--- config.mk ---
export PLATFORM = sky130hd
export DESIGN_NAME = fetch_ctrl_flat
export DESIGN_NICKNAME = d
export VERILOG_FILES = /design/src/rtl/fetch_ctrl_pkg.sv /design/src/rtl/fetch_ctrl_if.sv /design/src/rtl/fetch_ctrl_skid.sv /design/src/rtl/fetch_ctrl.sv /design/src/flat_wrapper.sv
export SDC_FILE = /design/constraint.sdc
export NUM_CORES = 1
export LEC_CHECK = 0
export BUFFER_PORTS_ARGS = -buffer_cell sky130_fd_sc_hd__buf_4
export CAP_MARGIN = 10
export CELL_PAD_IN_SITES_DETAIL_PLACEMENT = 0
export CELL_PAD_IN_SITES_GLOBAL_PLACEMENT = 1
export CORE_MARGIN = 2
export CORE_UTILIZATION = 36
export DETAILED_ROUTE_END_ITERATION = 10
export GPL_TIMING_DRIVEN = 0
export PLACE_DENSITY_LB_ADDON = 0.08
export SETUP_SLACK_MARGIN = 0.2
export SYNTH_ARGS = -nofsm -noshare
export SYNTH_HDL_FRONTEND = slang
export SYNTH_SLANG_ARGS = --single-unit
export TNS_END_PERCENT = 5
--- constraint.sdc ---
create_clock -name clk -period 2.5 [get_ports clk]
set_input_delay 0.625 -clock clk [delete_from_list [all_inputs] [get_ports clk]]
set_output_delay 0.625 -clock clk [all_outputs]
set_load 0.1 [all_outputs]
--- src/rtl/fetch_ctrl_pkg.sv ---
`default_nettype none
// ============================================================================
// Module      : fetch_ctrl_pkg
// Description : Definitions shared by the fetch stage and the fetch front-end
//               controller: BRAM address width, core mode encodings, the
//               default reset pc, and the {inst, pc} fetch entry record.
// Revision    : 1.0 - initial release
// ============================================================================
package fetch_ctrl_pkg;

   // Instruction BRAM address width; the word index is pc[INST_SIZE+1:2].
   localparam int INST_SIZE = 10;

   // Core mode encodings. Values not listed here behave as MODE_STALL.
   localparam logic [2:0] MODE_STALL = 3'd0;
   localparam logic [2:0] MODE_LOAD  = 3'd1;
   localparam logic [2:0] MODE_EXEC  = 3'd2;

   localparam logic [31:0] RESET_PC_DEFAULT = 32'h0000_0000;

   // One fetched instruction paired with the address it came from.
   typedef struct packed {
      logic [31:0] inst;
      logic [31:0] pc;
   } fetch_entry_t;

   // Instruction BRAM word index for a byte pc.
   function automatic logic [INST_SIZE-1:0] word_index(input logic [31:0] pc);
      return pc[INST_SIZE+1:2];
   endfunction

endpackage : fetch_ctrl_pkg
`default_nettype wire

--- src/rtl/fetch_ctrl_if.sv ---
`default_nettype none
// ============================================================================
// Module      : fetch_ctrl_if
// Description : Bus between the fetch front-end controller, the fetch stage
//               (pc out / inst_in back one cycle later) and decode
//               (out_valid/out_ready handshake carrying out_inst/out_pc).
//   pc        : fetch address (synchronous BRAM address)
//   inst_in   : instruction read at the pc issued on the previous cycle
//   out_valid : instruction available to decode
//   out_ready : decode accepts this cycle
//   out_inst  : instruction to decode
//   out_pc    : pc of out_inst
// Revision    : 1.0 - initial release
// ============================================================================
interface fetch_ctrl_if;
   logic [31:0] pc;
   logic [31:0] inst_in;
   logic        out_valid;
   logic        out_ready;
   logic [31:0] out_inst;
   logic [31:0] out_pc;

   // Controller side.
   modport master (
      output pc,
      input  inst_in,
      output out_valid,
      input  out_ready,
      output out_inst,
      output out_pc
   );

   // Fetch stage / decode side.
   modport slave (
      input  pc,
      output inst_in,
      input  out_valid,
      output out_ready,
      input  out_inst,
      input  out_pc
   );
endinterface : fetch_ctrl_if
`default_nettype wire

--- src/rtl/fetch_ctrl_skid.sv ---
`default_nettype none
// ============================================================================
// Module      : fetch_skid
// Description : One-entry skid register holding a fetch_entry_t. Absorbs the
//               instruction returning from BRAM while decode is stalled.
//   clk, rstn : clock, asynchronous active-low reset
//   i_load    : capture i_entry (only used while empty)
//   i_clear   : entry consumed by decode
//   i_flush   : discard entry (redirect / LOAD); wins over load and clear
//   i_entry   : entry to capture
//   o_valid   : entry held
//   o_entry   : held entry
// Revision    : 1.0 - initial release
// ============================================================================
module fetch_skid
   import fetch_ctrl_pkg::*;
(
   input  wire logic         clk,
   input  wire logic         rstn,
   input  wire logic         i_load,
   input  wire logic         i_clear,
   input  wire logic         i_flush,
   input  wire fetch_entry_t i_entry,
   output      logic         o_valid,
   output      fetch_entry_t o_entry
);

   logic         r_valid;
   fetch_entry_t r_entry;

   always_ff @(posedge clk or negedge rstn) begin
      if (!rstn) begin
         r_valid <= 1'b0;
      end else if (i_flush) begin
         r_valid <= 1'b0;
      end else if (i_load) begin
         r_valid <= 1'b1;
      end else if (i_clear) begin
         r_valid <= 1'b0;
      end
   end

   // Payload only changes on capture so a held entry stays stable.
   always_ff @(posedge clk or negedge rstn) begin
      if (!rstn) begin
         r_entry <= '0;
      end else if (i_load && !i_flush) begin
         r_entry <= i_entry;
      end
   end

   assign o_valid = r_valid;
   assign o_entry = r_entry;

endmodule : fetch_skid
`default_nettype wire

--- src/rtl/fetch_ctrl.sv ---
`default_nettype none
// ============================================================================
// Module      : fetch_ctrl
// Description : Fetch front-end controller. Owns the program counter, issues
//               one BRAM request per cycle, tracks the 1-cycle read latency,
//               pairs each returned instruction with its pc and hands it to
//               decode over a valid/ready handshake. A one-entry skid buffer
//               absorbs decode stalls; redirects squash wrong-path fetches.
//   clk         : system clock
//   rstn        : asynchronous active-low reset
//   mode        : STALL=0, LOAD=1, EXEC=2, others behave as STALL
//   redirect    : taken branch/jump pulse from execute
//   redirect_pc : redirect target (bits [1:0] forced to 0)
//   bus         : fetch/decode bus (master side)
// Revision    : 1.0 - initial release
// ============================================================================
module fetch_ctrl
   import fetch_ctrl_pkg::*;
#(
   parameter logic [31:0] RESET_PC = RESET_PC_DEFAULT
)(
   input  wire logic        clk,
   input  wire logic        rstn,
   input  wire logic [2:0]  mode,
   input  wire logic        redirect,
   input  wire logic [31:0] redirect_pc,
   fetch_ctrl_if.master     bus
);

   logic [31:0]  r_pc_q;
   logic         r_inflight_v;
   logic [31:0]  r_inflight_pc;

   logic         w_is_exec;
   logic         w_is_load;
   logic         w_issue;
   logic         w_skid_v;
   fetch_entry_t w_skid_entry;
   fetch_entry_t w_fetch_entry;
   logic         w_skid_load;
   logic         w_skid_clear;
   logic         w_skid_flush;
   logic         w_out_valid;
   logic [31:0]  w_out_inst;
   logic [31:0]  w_out_pc;

   assign w_is_exec = (mode == MODE_EXEC);
   assign w_is_load = (mode == MODE_LOAD);

   // A new request is only issued when its data is guaranteed a home next
   // cycle: the skid is empty and the current in-flight word is leaving.
   assign w_issue = w_is_exec && !redirect && !w_skid_v
                    && !(r_inflight_v && !bus.out_ready);

   assign w_fetch_entry = '{inst: bus.inst_in, pc: r_inflight_pc};

   always_ff @(posedge clk or negedge rstn) begin
      if (!rstn) begin
         r_pc_q        <= RESET_PC;
         r_inflight_v  <= 1'b0;
         r_inflight_pc <= '0;
      end else if (w_is_load) begin
         r_pc_q        <= RESET_PC;
         r_inflight_v  <= 1'b0;
      end else if (redirect) begin
         r_pc_q        <= {redirect_pc[31:2], 2'b00};
         r_inflight_v  <= 1'b0;
      end else if (w_issue) begin
         r_pc_q        <= r_pc_q + 32'd4;
         r_inflight_v  <= 1'b1;
         r_inflight_pc <= r_pc_q;
      end else begin
         r_inflight_v  <= 1'b0;
      end
   end

   // Redirect and LOAD hide everything pending, including the skid entry.
   always_comb begin
      w_out_valid = 1'b0;
      w_out_inst  = '0;
      w_out_pc    = '0;
      if (!w_is_load && !redirect) begin
         if (w_skid_v) begin
            w_out_valid = 1'b1;
            w_out_inst  = w_skid_entry.inst;
            w_out_pc    = w_skid_entry.pc;
         end else if (r_inflight_v) begin
            w_out_valid = 1'b1;
            w_out_inst  = w_fetch_entry.inst;
            w_out_pc    = w_fetch_entry.pc;
         end
      end
   end

   assign w_skid_flush = w_is_load || redirect;
   assign w_skid_load  = r_inflight_v && !w_skid_v && !bus.out_ready && !redirect;
   assign w_skid_clear = w_skid_v && w_out_valid && bus.out_ready;

   fetch_skid u_skid (
      .clk     (clk),
      .rstn    (rstn),
      .i_load  (w_skid_load),
      .i_clear (w_skid_clear),
      .i_flush (w_skid_flush),
      .i_entry (w_fetch_entry),
      .o_valid (w_skid_v),
      .o_entry (w_skid_entry)
   );

   assign bus.pc        = w_is_load ? RESET_PC : r_pc_q;
   assign bus.out_valid = w_out_valid;
   assign bus.out_inst  = w_out_inst;
   assign bus.out_pc    = w_out_pc;

endmodule : fetch_ctrl
`default_nettype wire

--- src/flat_wrapper.sv ---
// flat-port wrapper written by rule: the top's interface ports become plain ports
module fetch_ctrl_flat import fetch_ctrl_pkg::*;
#(
   parameter logic [31:0] RESET_PC = RESET_PC_DEFAULT
)
  (clk, rstn, mode, redirect, redirect_pc, bus_pc, bus_inst_in, bus_out_valid, bus_out_ready, bus_out_inst, bus_out_pc);
  fetch_ctrl_if bus_i ();
  input  wire logic clk;
  input  wire logic rstn;
  input  wire logic [2:0] mode;
  input  wire logic redirect;
  input  wire logic [31:0] redirect_pc;
  output wire logic [$bits(bus_i.pc)-1:0] bus_pc;
  input wire logic [$bits(bus_i.inst_in)-1:0] bus_inst_in;
  output wire logic [$bits(bus_i.out_valid)-1:0] bus_out_valid;
  input wire logic [$bits(bus_i.out_ready)-1:0] bus_out_ready;
  output wire logic [$bits(bus_i.out_inst)-1:0] bus_out_inst;
  output wire logic [$bits(bus_i.out_pc)-1:0] bus_out_pc;
  assign bus_pc = bus_i.pc;
  assign bus_i.inst_in = bus_inst_in;
  assign bus_out_valid = bus_i.out_valid;
  assign bus_i.out_ready = bus_out_ready;
  assign bus_out_inst = bus_i.out_inst;
  assign bus_out_pc = bus_i.out_pc;
  fetch_ctrl #(.RESET_PC(RESET_PC)) u_core (.clk(clk), .rstn(rstn), .mode(mode), .redirect(redirect), .redirect_pc(redirect_pc), .bus(bus_i));
endmodule
# After elaboration in Yosys (flattened, before gate mapping)
# Cells that the tools add are included.
dict set report op_classes {
  muxes 19
  add_sub_neg 1
  eq_ne 2
  bitwise 2
  reduce_logical 21
}
# operator n
set ops {}
lappend ops {{$mux W32} 10}
lappend ops {{$add A32 B3 Y32 const B} 1}
lappend ops {{$logic_and A1 B1 Y1} 11}
lappend ops {{$mux W1} 9}
lappend ops {{$logic_not A1 Y1} 6}
lappend ops {{$reduce_bool A3 Y1} 2}
lappend ops {{$eq A3 B1 Y1 const B} 1}
lappend ops {{$eq A3 B2 Y1 const B} 1}
lappend ops {{$reduce_and A3 Y1} 1}
lappend ops {{$not A1 Y1} 2}
lappend ops {{$logic_or A1 B1 Y1} 1}
dict set report word_totals {
  output_inout_bits 97
  ff_bits 130
  input_bits 71
}

# Depth between registers and ports, before layout
# Gate-level depths: netlist of the first run.
dict set report logic_depth {
  depth_word 9
  mapped_depth 8
  ltp_nobuf 6
}

# Modules after synthesis
# A second synthesis of the first run with hierarchy kept.
dict set report hier_totals {
  cells_unflattened 615
  hier_area_um2 6698.9
}
# module area_each_um2 cells_per_inst seq_area_each_um2 instances
set by_module_without_submodules {}
lappend by_module_without_submodules {fetch_ctrl 3957.5 475 1526.5 1}
lappend by_module_without_submodules {fetch_skid 2741.4 140 1626.6 1}

# Least setup slack after synthesis of the first run
# No wires, ideal clock.
dict set report synth_path {
  path_kind {input port to output port}
  from {input mode[0]}
  to {output bus_out_inst[30]}
  cell_stages 6
  arrival_ns 2.887
  slack_ns -1.012
  cell_sequence {or3b_2 -> clkbuf_1 -> nand2_1 -> clkbuf_1 -> buf_1 -> nor2_1}
}
dict set report synth_between {
  elab_chain_cells 4
}
# element line
set synth_lines {}
lappend synth_lines {{start, declared} flat_wrapper.sv:10} ;# input wire logic [2:0] mode;
lappend synth_lines {{$eq A3 B1 Y1} fetch_ctrl.sv:48} ;# assign w_is_load = (mode == MODE_LOAD);
lappend synth_lines {{$logic_not A1 Y1} fetch_ctrl.sv:82} ;# if (!w_is_load && !redirect) begin
lappend synth_lines {{$logic_and A1 B1 Y1} fetch_ctrl.sv:82}
lappend synth_lines {{$mux W32} fetch_ctrl.sv:82}
lappend synth_lines {{end, declared} flat_wrapper.sv:17} ;# output wire logic [$bits(bus_i.out_inst)-1:0] bus_out_inst;
# No other way between the ends.

# Worst setup path in the final report of the first run
dict set report layout_path {
  from {input mode[2]}
  to {output bus_out_pc[10]}
}
dict set report layout_between {
  elab_chain_cells 4
}
# element line
set layout_lines {}
lappend layout_lines {{$eq A3 B1 Y1} fetch_ctrl.sv:48}
lappend layout_lines {{$logic_not A1 Y1} fetch_ctrl.sv:82}
lappend layout_lines {{$logic_and A1 B1 Y1} fetch_ctrl.sv:82}
lappend layout_lines {{$mux W32} fetch_ctrl.sv:82}
lappend layout_lines {{end, declared} flat_wrapper.sv:18} ;# output wire logic [$bits(bus_i.out_pc)-1:0] bus_out_pc;
# No other way between the ends.

==> reports/metrics.csv, run 1 <==
metric,value,unit
outcome,finished with violations,
failing checks,negative setup slack,
ys flop type,dfrtp_1,
FP Rows,48,
Die Ht,137,um
most common library cell in the layout ignoring fill and taps,dfrtp_1,
Max Slew Vio Count,0,
# port buffers,161,
fmax,0.379,GHz
worst min-delay path class,in -> async,
largest net degree at the start of global routing,84,
pre-CTS setup slack,-0.518,ns
clk buf depth,2,
CTS Sinks,124,
share of cells above drive strength 1,0.466,
vias in the first global route,5975,
Final Cycle Share,1.05,
Setup Skew,0.00572,ns
library cells used by synthesis,43,
DR iter-0 viols,298,
Yosys reg bits,124,
max-cap viol count,0,
# diodes,0,
Highest Signal Layer,met4,
Crit Path Class,in -> out,
number of enable flip-flop cells after synthesis,0,
post-synthesis async set-or-reset flop share,1.00,
Avg Inst Size Synth,9.61,um2
DR WL/cell,17.4,um
via/cell ratio,5.18,
register area share after synthesis,0.490,
Detailed Routing Iterations Pass 1,4,
Worst slew margin,0.449,
worst skew pair latency,0.41,ns
post-route cell area,10500,um2
met3 wire length,908,um
WL final,19100,um
I/O pin cnt,168,
routability cong.,0.803,
fin cells,1098,
die area,18700,um2
CP Launch Type,input port,
Worst-Margin Slew,0.819,ns
LEAKAGE,4.48,nW
initial antenna violation count,0,
"Cell Chain, Critical Path",buf_6 -> or3b_4 -> buf_8 -> nand2_8 -> clkbuf_16 -> buf_8 -> buf_16 -> nor2_4 -> buf_12,
post-route minimum period,2.64,ns
Reg2Reg Setup Slack,0.28,ns
first-pass GRT wire length,31300,um
Total GRT Usage,0.216,
unrepaired setup endpoints after global routing,true,
CTS tree,done,
worst setup slack after layout,-0.135,ns
mapped cell area,6330,um2
Routed met2 length,9410,um
core area,17200,um2
Design Power,7.11,mW
WP data arrival,2.01,ns
post-route ant nets,0,
CP peak stage delay,0.39,ns
Slowest cell on crit path,or3b_4,
initial core utilization,0.367,
Pwr Density,680,nW/um2
H-Tree Level Count,4,
Crit Path Max Fanout,6,
wl on met1,8520,um
CTS Hold Bufs,0,
global route overflow,0,
most frequent cells in the layout,"dfrtp_1, nand2_1, buf_4",
CTS Buf Count,17,
WP data required,1.88,ns
placed insts,1050,
DRC violations left,0,
Worst path most repeated cell,buf_8,
placed cell area,8430,um2
area grow syn2layout,65.2,%
via count,5688,
HPWL after detailed placement,13600,um
Clock Pin Slew Worst Setup and Hold Paths,0.06,ns
final hold violations,0,
Root Driver,clkbuf_16,
endpoint class of the critical path,primary output,
VDD IR-drop max,0.000536,V
nets@finish,932,
endpoints failing setup,74,
YS warnings,0,
Syn Inst Count,659,
Die X,137,um
==> synthesized netlist by cell type (2+ instances only) <==
cell type  number  area share
mux2_2         63        0.11
nand3_1         8      0.0063
nor2_1         78       0.046
nand4_1        22       0.022
a22oi_1        61       0.072
nor3_1          8      0.0063
buf_6           2      0.0036
dfrtp_1       124        0.49
and3_1          5      0.0049
nor3b_1         2      0.0024
xor2_1         16       0.022
a32oi_1         2      0.0028
a31oi_1         3      0.0030
nor4_1          2      0.0020
xnor2_1         6      0.0083
o22ai_1         2      0.0020
clkbuf_1       34       0.020
and2_1         31       0.031
nand2_1        99       0.059
buf_2           9      0.0071
o21ai_0        24       0.019
nor2b_1         3      0.0030
mux2i_1         2      0.0032
inv_1           2      0.0012
buf_1           5      0.0030
buf_4           4      0.0047
a21oi_1        26       0.021
==> state kept, by name (all words and copies together) (netlist names) <==
name,flops
u_core.r_inflight_v,1
u_core.r_inflight_pc,30
u_core.u_skid.o_entry,62
u_core.u_skid.o_valid,1
u_core.r_pc_q,30
==> where the power goes <==
part           total, mW  internal (mW)  leakage [nW]  switching, mW
Combinational       1.60          0.635          2.56          0.961
Sequential          2.63           2.35          1.59          0.283
Clock               2.88           1.97         0.329          0.913
==> worst max-delay path, delay by kind of cell <==
family / cells / cell delay (ns)
buffers and inverters: 6 / 0.83
and+or+nand+nor: 3 / 0.53
==> stage by stage <==
stage | util | TNS (ns) | hold slack (ns)
finish | 0.607 | -3.41 | 0.124
global route | 0.607 | -5.79 | 0.138
CTS | 0.597 | -4.92 | 0.123
detailed placement | 0.489 | -46.18 | 0.490
global placement | 0.487 | -45.93 | 0.481
floorplan | - | -5.05 | 0.329
==> worst paths after layout <==
check                      cells past startpoint                startpoint                       end
setup / recovery                               9                   mode[2]            bus_out_pc[10]
max in group asynchronous                      2                      rstn     u_core.u_skid.o_valid
hold reg to reg                                2  u_core.r_inflight_pc[11]  u_core.r_inflight_pc[11]
min in group clk                               2             bus_out_ready     u_core.u_skid.o_valid
setup reg to reg                               6          u_core.r_pc_q[2]         u_core.r_pc_q[16]
hold / removal                                 1                      rstn          u_core.r_pc_q[7]
==> metal layers <==
metal | track usage | vias to the layer above
met4 | 0.0735 | 0
met2 | 0.351 | 168
met1 | 0.290 | 2778
li1 | - | 2721
met5 | 0 | -
met3 | 0.0385 | 21
==> logic make-up (layout without fill, tap and decap cells) <==
kind of cell	after synthesis	in the layout	synth area share
other cells	1	4	0.000592
mux	65	65	0.115
simple gates	265	265	0.194
buf+inv	58	269	0.0417
flops	124	124	0.490
fa+ha+maj	1	1	0.00198
xor+xnor	22	22	0.0304
compound gates	123	123	0.126
==> cell type report <==
cell class / count / area [um2]
Clock inverter: 15 / 269
Inverter: 4 / 22.5
Timing Repair Buffer: 179 / 2300
Multi-Input combinational cell: 480 / 3540
Fill cell: 1463 / 6770
Buffer: 54 / 519
Sequential cell: 124 / 3100
Tap cell: 225 / 282
Clock buffer: 17 / 425
==> what timing repair did <==
action | CTS | global route
setup endpoints to repair | 94 | 184
pin swaps | 14 | 3
setup buffers | 10 | 1
cloned | 5 | 0
gates resized for setup | 256 | 55
Note: power is estimated with default switching activity, not from simulation.
==> run 2, diff against run 1 <==
--- a/config.mk
+++ b/config.mk
@@ -10,7 +10,7 @@
 export CELL_PAD_IN_SITES_DETAIL_PLACEMENT = 0
 export CELL_PAD_IN_SITES_GLOBAL_PLACEMENT = 1
 export CORE_MARGIN = 2
-export CORE_UTILIZATION = 36
+export CORE_UTILIZATION = 40
 export DETAILED_ROUTE_END_ITERATION = 10
 export GPL_TIMING_DRIVEN = 0
 export PLACE_DENSITY_LB_ADDON = 0.08
==> constraint.sdc (replaced) <==
create_clock -name clk -period 3.2 [get_ports clk]
set_input_delay 0.8 -clock clk [delete_from_list [all_inputs] [get_ports clk]]
set_output_delay 0.8 -clock clk [all_outputs]
set_load 0.1 [all_outputs]
==> run 2 against run 1 <==
Net effect: critical path type unchanged; the run now ends clean; cell area down 8.1%; final cell count down 1.6%; sequential power down 22%; highest routed layer unchanged; critical endpoint is now bus_out_inst[22]; sequential share of layout area up 2.6 points; register-to-register slack better by 0.61 ns; core utilization up 2.1 points; largest cell class unchanged.
==> reports/metrics.csv, run 2 (same netlist as run 1, synthesis figures left out) <==
metric,value,unit
global route overflow,0,
fmax,0.333,GHz
DR WL/cell,17.0,um
via/cell ratio,5.23,
Detailed Routing Iterations Pass 1,5,
CP Launch Type,input port,
share of cells above drive strength 1,0.433,
CTS tree,done,
WP data arrival,2.20,ns
WL final,18400,um
VDD IR-drop max,0.000386,V
worst skew pair latency,0.41,ns
H-Tree Level Count,4,
FP Rows,45,
final hold violations,0,
initial antenna violation count,0,
Max Slew Vio Count,0,
endpoints failing setup,0,
Worst-Margin Slew,0.749,ns
pre-CTS setup slack,-0.496,ns
DRC violations left,0,
vias in the first global route,5798,
Crit Path Max Fanout,5,
CTS Buf Count,17,
max FFs per register,62,
worst setup slack after layout,0.201,ns
placed cell area,8350,um2
# port buffers,161,
Crit Path Class,in -> out,
DR iter-0 viols,266,
most common library cell in the layout ignoring fill and taps,buf_4,
largest net degree at the start of global routing,91,
unrepaired setup endpoints after global routing,true,
nets@finish,929,
Reg2Reg Setup Slack,0.89,ns
core area,15300,um2
R2R cell count,7,
post-route ant nets,0,
placed insts,1036,
die area,16900,um2
HPWL after detailed placement,13000,um
via count,5652,
initial core utilization,0.413,
Root Driver,clkbuf_16,
CTS Hold Bufs,0,
Worst R2R Start,u_core.r_pc_q[14],
first-pass GRT wire length,29700,um
post-route cell area,9620,um2
outcome,completed,
Pwr Density,538,nW/um2
max-cap viol count,0,
routability cong.,0.845,
Die Ht,130,um
post-route minimum period,3.00,ns
Final Cycle Share,0.937,
I/O pin cnt,168,
WP data required,2.40,ns
LEAKAGE,4.25,nW
Total GRT Usage,0.225,
Die X,130,um
Finished Core Util,0.628,
Setup Skew,0.00526,ns
Fin Setup TNS,0,ns
endpoint class of the critical path,primary output,
fin cells,1080,
Worst slew margin,0.497,
# diodes,0,
most frequent cells in the layout,"buf_4, dfrtp_1, nand2_1",
area grow syn2layout,51.9,%
Clock Pin Slew Worst Setup and Hold Paths,0.05,ns
r2r endpoint,u_core.r_pc_q[23],
CTS Sinks,124,
clk buf depth,2,
worst min-delay path class,in -> async,
## run 2: worst max-delay path, cell delays in order
cell and delay (ns):
buf_6 0.09, or3b_4 0.39, buf_8 0.15, nand2_8 0.09, clkbuf_16 0.19, buf_12 0.11
clkbuf_16 0.15, nor2_4 0.04, buf_12 0.17
## run 2: how the worst max path moves through the flow
| stage | start | endpoint | slack, ns | cells after the start |
|---|---|---|---|---|
| 4_1_cts | u_core.u_skid.o_valid | bus_out_inst[10] | 0.09 | 6 |
| 3_3_place_gp | mode[1] | bus_out_pc[22] | -0.54 | 8 |
| 6_report | mode[2] | bus_out_inst[22] | 0.20 | 9 |
| 2_1_floorplan | mode[0] | bus_out_inst[31] | 0.12 | 5 |
| 5_1_grt | mode[2] | bus_out_inst[25] | 0.18 | 9 |
| 3_5_place_dp | mode[1] | bus_out_pc[22] | -0.50 | 8 |
## run 2: through the flow
step	hold WS (ns)	power, mW
final	0.274	5.17
after global routing	0.287	5.39
after CTS	0.277	5.20
after detailed placement	0.485	3.15
after global placement	0.482	3.11
after floorplan	0.461	2.81
## run 2: area by class of cell
type | count | area, um2
fillers | 1285 | 5700
multi-input cells | 480 | 3450
flip-flops and latches | 124 | 3100
repair buffers | 176 | 1760
clock buffers | 24 | 502
plain buffers | 54 | 402
well taps | 211 | 264
clock inverters | 7 | 110
inverters | 4 | 20.0
## run 2: timing repair
action                                  CTS  global route
setup buffers                            10             0
endpoints found under the setup margin   91            91
pin swaps                                 0            11
cloned                                    3             0
resized for setup                       107            28
## run 2: power by group
| group | internal [mW] | switching [mW] | total [mW] |
|---|---|---|---|
| registers | 1.84 | 0.216 | 2.05 |
| logic | 0.408 | 0.729 | 1.14 |
| clock network | 1.32 | 0.663 | 1.98 |
## run 2: layer usage
metal,part of all wire,track usage
met4,0.015,0.0702
met2,0.48,0.368
met1,0.46,0.309
met5,0,0
met3,0.051,0.0381
==> run 3, diff against run 2 <==
--- a/config.mk
+++ b/config.mk
@@ -9,13 +9,15 @@
 export CAP_MARGIN = 10
 export CELL_PAD_IN_SITES_DETAIL_PLACEMENT = 0
 export CELL_PAD_IN_SITES_GLOBAL_PLACEMENT = 1
-export CORE_MARGIN = 2
+export CORE_MARGIN = 4
 export CORE_UTILIZATION = 40
 export DETAILED_ROUTE_END_ITERATION = 10
 export GPL_TIMING_DRIVEN = 0
+export MAX_ROUTING_LAYER = met4
 export PLACE_DENSITY_LB_ADDON = 0.08
 export SETUP_SLACK_MARGIN = 0.2
 export SYNTH_ARGS = -nofsm -noshare
 export SYNTH_HDL_FRONTEND = slang
+export SYNTH_HIERARCHICAL = 1
 export SYNTH_SLANG_ARGS = --single-unit
 export TNS_END_PERCENT = 5
==> run 3 against run 2 <==
Net effect: global-route usage is 0.74 points lower; synthesized cell count down 6.7%; sequential power barely moved; routed wire length up 6.0%; sequential cell count grew 2; critical path type unchanged; critical endpoint is now bus_out_pc[23].
==> reports/metrics.csv, run 3 <==
metric,value,unit
leading area contributor after synthesis,dfrtp_1,
post-route ant nets,0,
CTS Sinks,126,
Final Cycle Share,0.964,
Detailed Routing Iterations Pass 1,5,
share of cells above drive strength 1,0.414,
DR iter-0 viols,283,
outcome,completed,
vias in the first global route,5636,
Total GRT Usage,0.218,
ys flop type,dfrtp_1,
unrepaired setup endpoints after global routing,true,
Worst-Margin Slew,0.794,ns
CTS tree,done,
post-route minimum period,3.08,ns
WL final,19500,um
YS warnings,6,
# diodes,0,
Worst slew margin,0.469,
register area share after synthesis,0.471,
first-pass GRT wire length,30700,um
global route overflow,0,
Clock Pin Slew Worst Setup and Hold Paths,0.06,ns
max FFs per register,64,
HPWL after detailed placement,13900,um
CP Launch Type,input port,
Pwr Density,500,nW/um2
Die Ht,137,um
Finished Core Util,0.591,
sw frac,0.321,
P_int,3.32,mW
I/O pin cnt,168,
"count leader, synth",dfrtp_1,
most common library cell in the layout ignoring fill and taps,dfrtp_1,
fillers,1401,
Yosys top cell area share,0.471,
synth top area cells,"dfrtp_1, mux2_4, a22o_1",
mapped cell area,6700,um2
Comb pwr share,0.217,
Yosys reg bits,126,
WP data required,2.40,ns
Avg Inst Size Synth,10.9,um2
area grow syn2layout,45.8,%
largest net degree at the start of global routing,74,
endpoints failing setup,0,
clock network fraction of total power,0.368,
H-Tree Level Count,4,
nets@finish,885,
final hold violations,0,
initial antenna violation count,0,
most frequent cells in the layout,"dfrtp_1, buf_4, nand2_1",
endpoint class of the critical path,primary output,
Crit Path Class,in -> out,
post-synthesis async set-or-reset flop share,1.00,
routability cong.,0.875,
multi-input logic area,3450,um2
VDD IR-drop max,0.000399,V
Die X,137,um
initial core utilization,0.405,
Storage cell area,3150,um2
fmax,0.324,GHz
worst min-delay path class,in -> async,
FP Rows,47,
library cells used by synthesis,49,
most common library cells after synthesis,"dfrtp_1, nand2_1, a22o_1, mux2_4, and2_1",
Design Power,4.88,mW
LEAKAGE,4.58,nW
Syn Inst Count,615,
DR WL/cell,18.6,um
DRC violations left,0,
die area,18900,um2
via count,5389,
max-cap viol count,0,
sequential group share of total power,0.415,
WP data arrival,2.28,ns
number of enable flip-flop cells after synthesis,0,
Crit Path Max Fanout,7,
core area,16500,um2
CTS Buf Count,17,
sw power,1.57,mW
Max Slew Vio Count,0,
via/cell ratio,5.15,
clk buf depth,2,
worst skew pair latency,0.42,ns
Root Driver,clkbuf_16,
# port buffers,162,
Setup Skew,0.00921,ns
[run 3: layout make-up]
class | instances | share of cell area
clock inverter | 10 | 0.00909
timing repair buffer | 176 | 0.189
multi-input combinational | 441 | 0.354
inverter | 6 | 0.00269
buffer | 45 | 0.0473
tap | 220 | 0.0282
sequential | 126 | 0.323
clock buffer | 22 | 0.0475
[run 3: final timing paths]
path	start	to	slack [ns]	cells past startpoint
setup / recovery	mode[2]	bus_out_pc[23]	0.12	7
hold / removal	rstn	u_core/u_skid/o_entry[53]	0.34	1
setup reg to reg	u_core/r_pc_q[2]	u_core/r_pc_q[28]	1.01	6
hold reg to reg	u_core/r_inflight_pc[8]	u_core/r_inflight_pc[8]	0.50	2
max in group asynchronous	rstn	u_core/r_pc_q[27]	2.13	2
min in group clk	u_core/r_inflight_pc[8]	u_core/r_inflight_pc[8]	0.50	2
[run 3: kinds of logic after synthesis]
group / share of synthesized area
and+or+nand+nor: 0.170
DFF: 0.471
AOI/OAI and AO/OA: 0.131
muxes: 0.144
buffers and inverters: 0.0495
xor gates and xnor gates: 0.0314
adders and majority gates: 0.00187
other: 0.000560
[run 3: critical path: stages]
cell	delay, ns
buf_8	0.10
or3b_4	0.39
and3_4	0.21
clkbuf_16	0.18
clkbuf_16	0.16
a22o_1	0.24
buf_6	0.19
[run 3: metal layers]
metal | share of wire | vias up | wire length [um] | GRT usage
li1 | - | 2579 | - | -
met1 | 0.45 | 2620 | 8750 | 0.279
met2 | 0.48 | 168 | 9430 | 0.348
met3 | 0.052 | 22 | 1010 | 0.0478
met4 | 0.014 | 0 | 277 | 0.0654
met5 | 0 | - | 0 | -
[run 3: power groups by stage]
stage / sequential, mW / combinational [mW] / clock, mW
after floorplan: 1.97 / 0.764 / 0
after global placement: 2.02 / 1.00 / 0
after detailed placement: 2.04 / 1.02 / 0
after CTS: 2.02 / 1.06 / 1.84
after global routing: 2.06 / 1.13 / 1.91
final: 2.03 / 1.06 / 1.80
[run 3: through the flow]
step / setup slack (ns) / setup TNS (ns) / hold slack [ns] / instances / instance area, um2
after global placement: -0.945 / -56.81 / 0.486 / 1000 / 8210
after floorplan: -0.238 / -14.21 / 0.469 / 618 / 6710
final: 0.116 / 0 / 0.335 / 1046 / 9770
after global routing: 0.0875 / 0 / 0.363 / 1046 / 9770
after CTS: 0.118 / 0 / 0.347 / 1046 / 9560
after detailed placement: -0.983 / -58.34 / 0.495 / 1001 / 8240
[run 3: repair_timing]
action / in CTS / in global routing
setup buffers: 10 / 0
pin swaps: 8 / 3
gates resized for setup: 150 / 39
setup endpoints to repair: 92 / 91
hold buffers: 0 / 0
cloned: 3 / 0
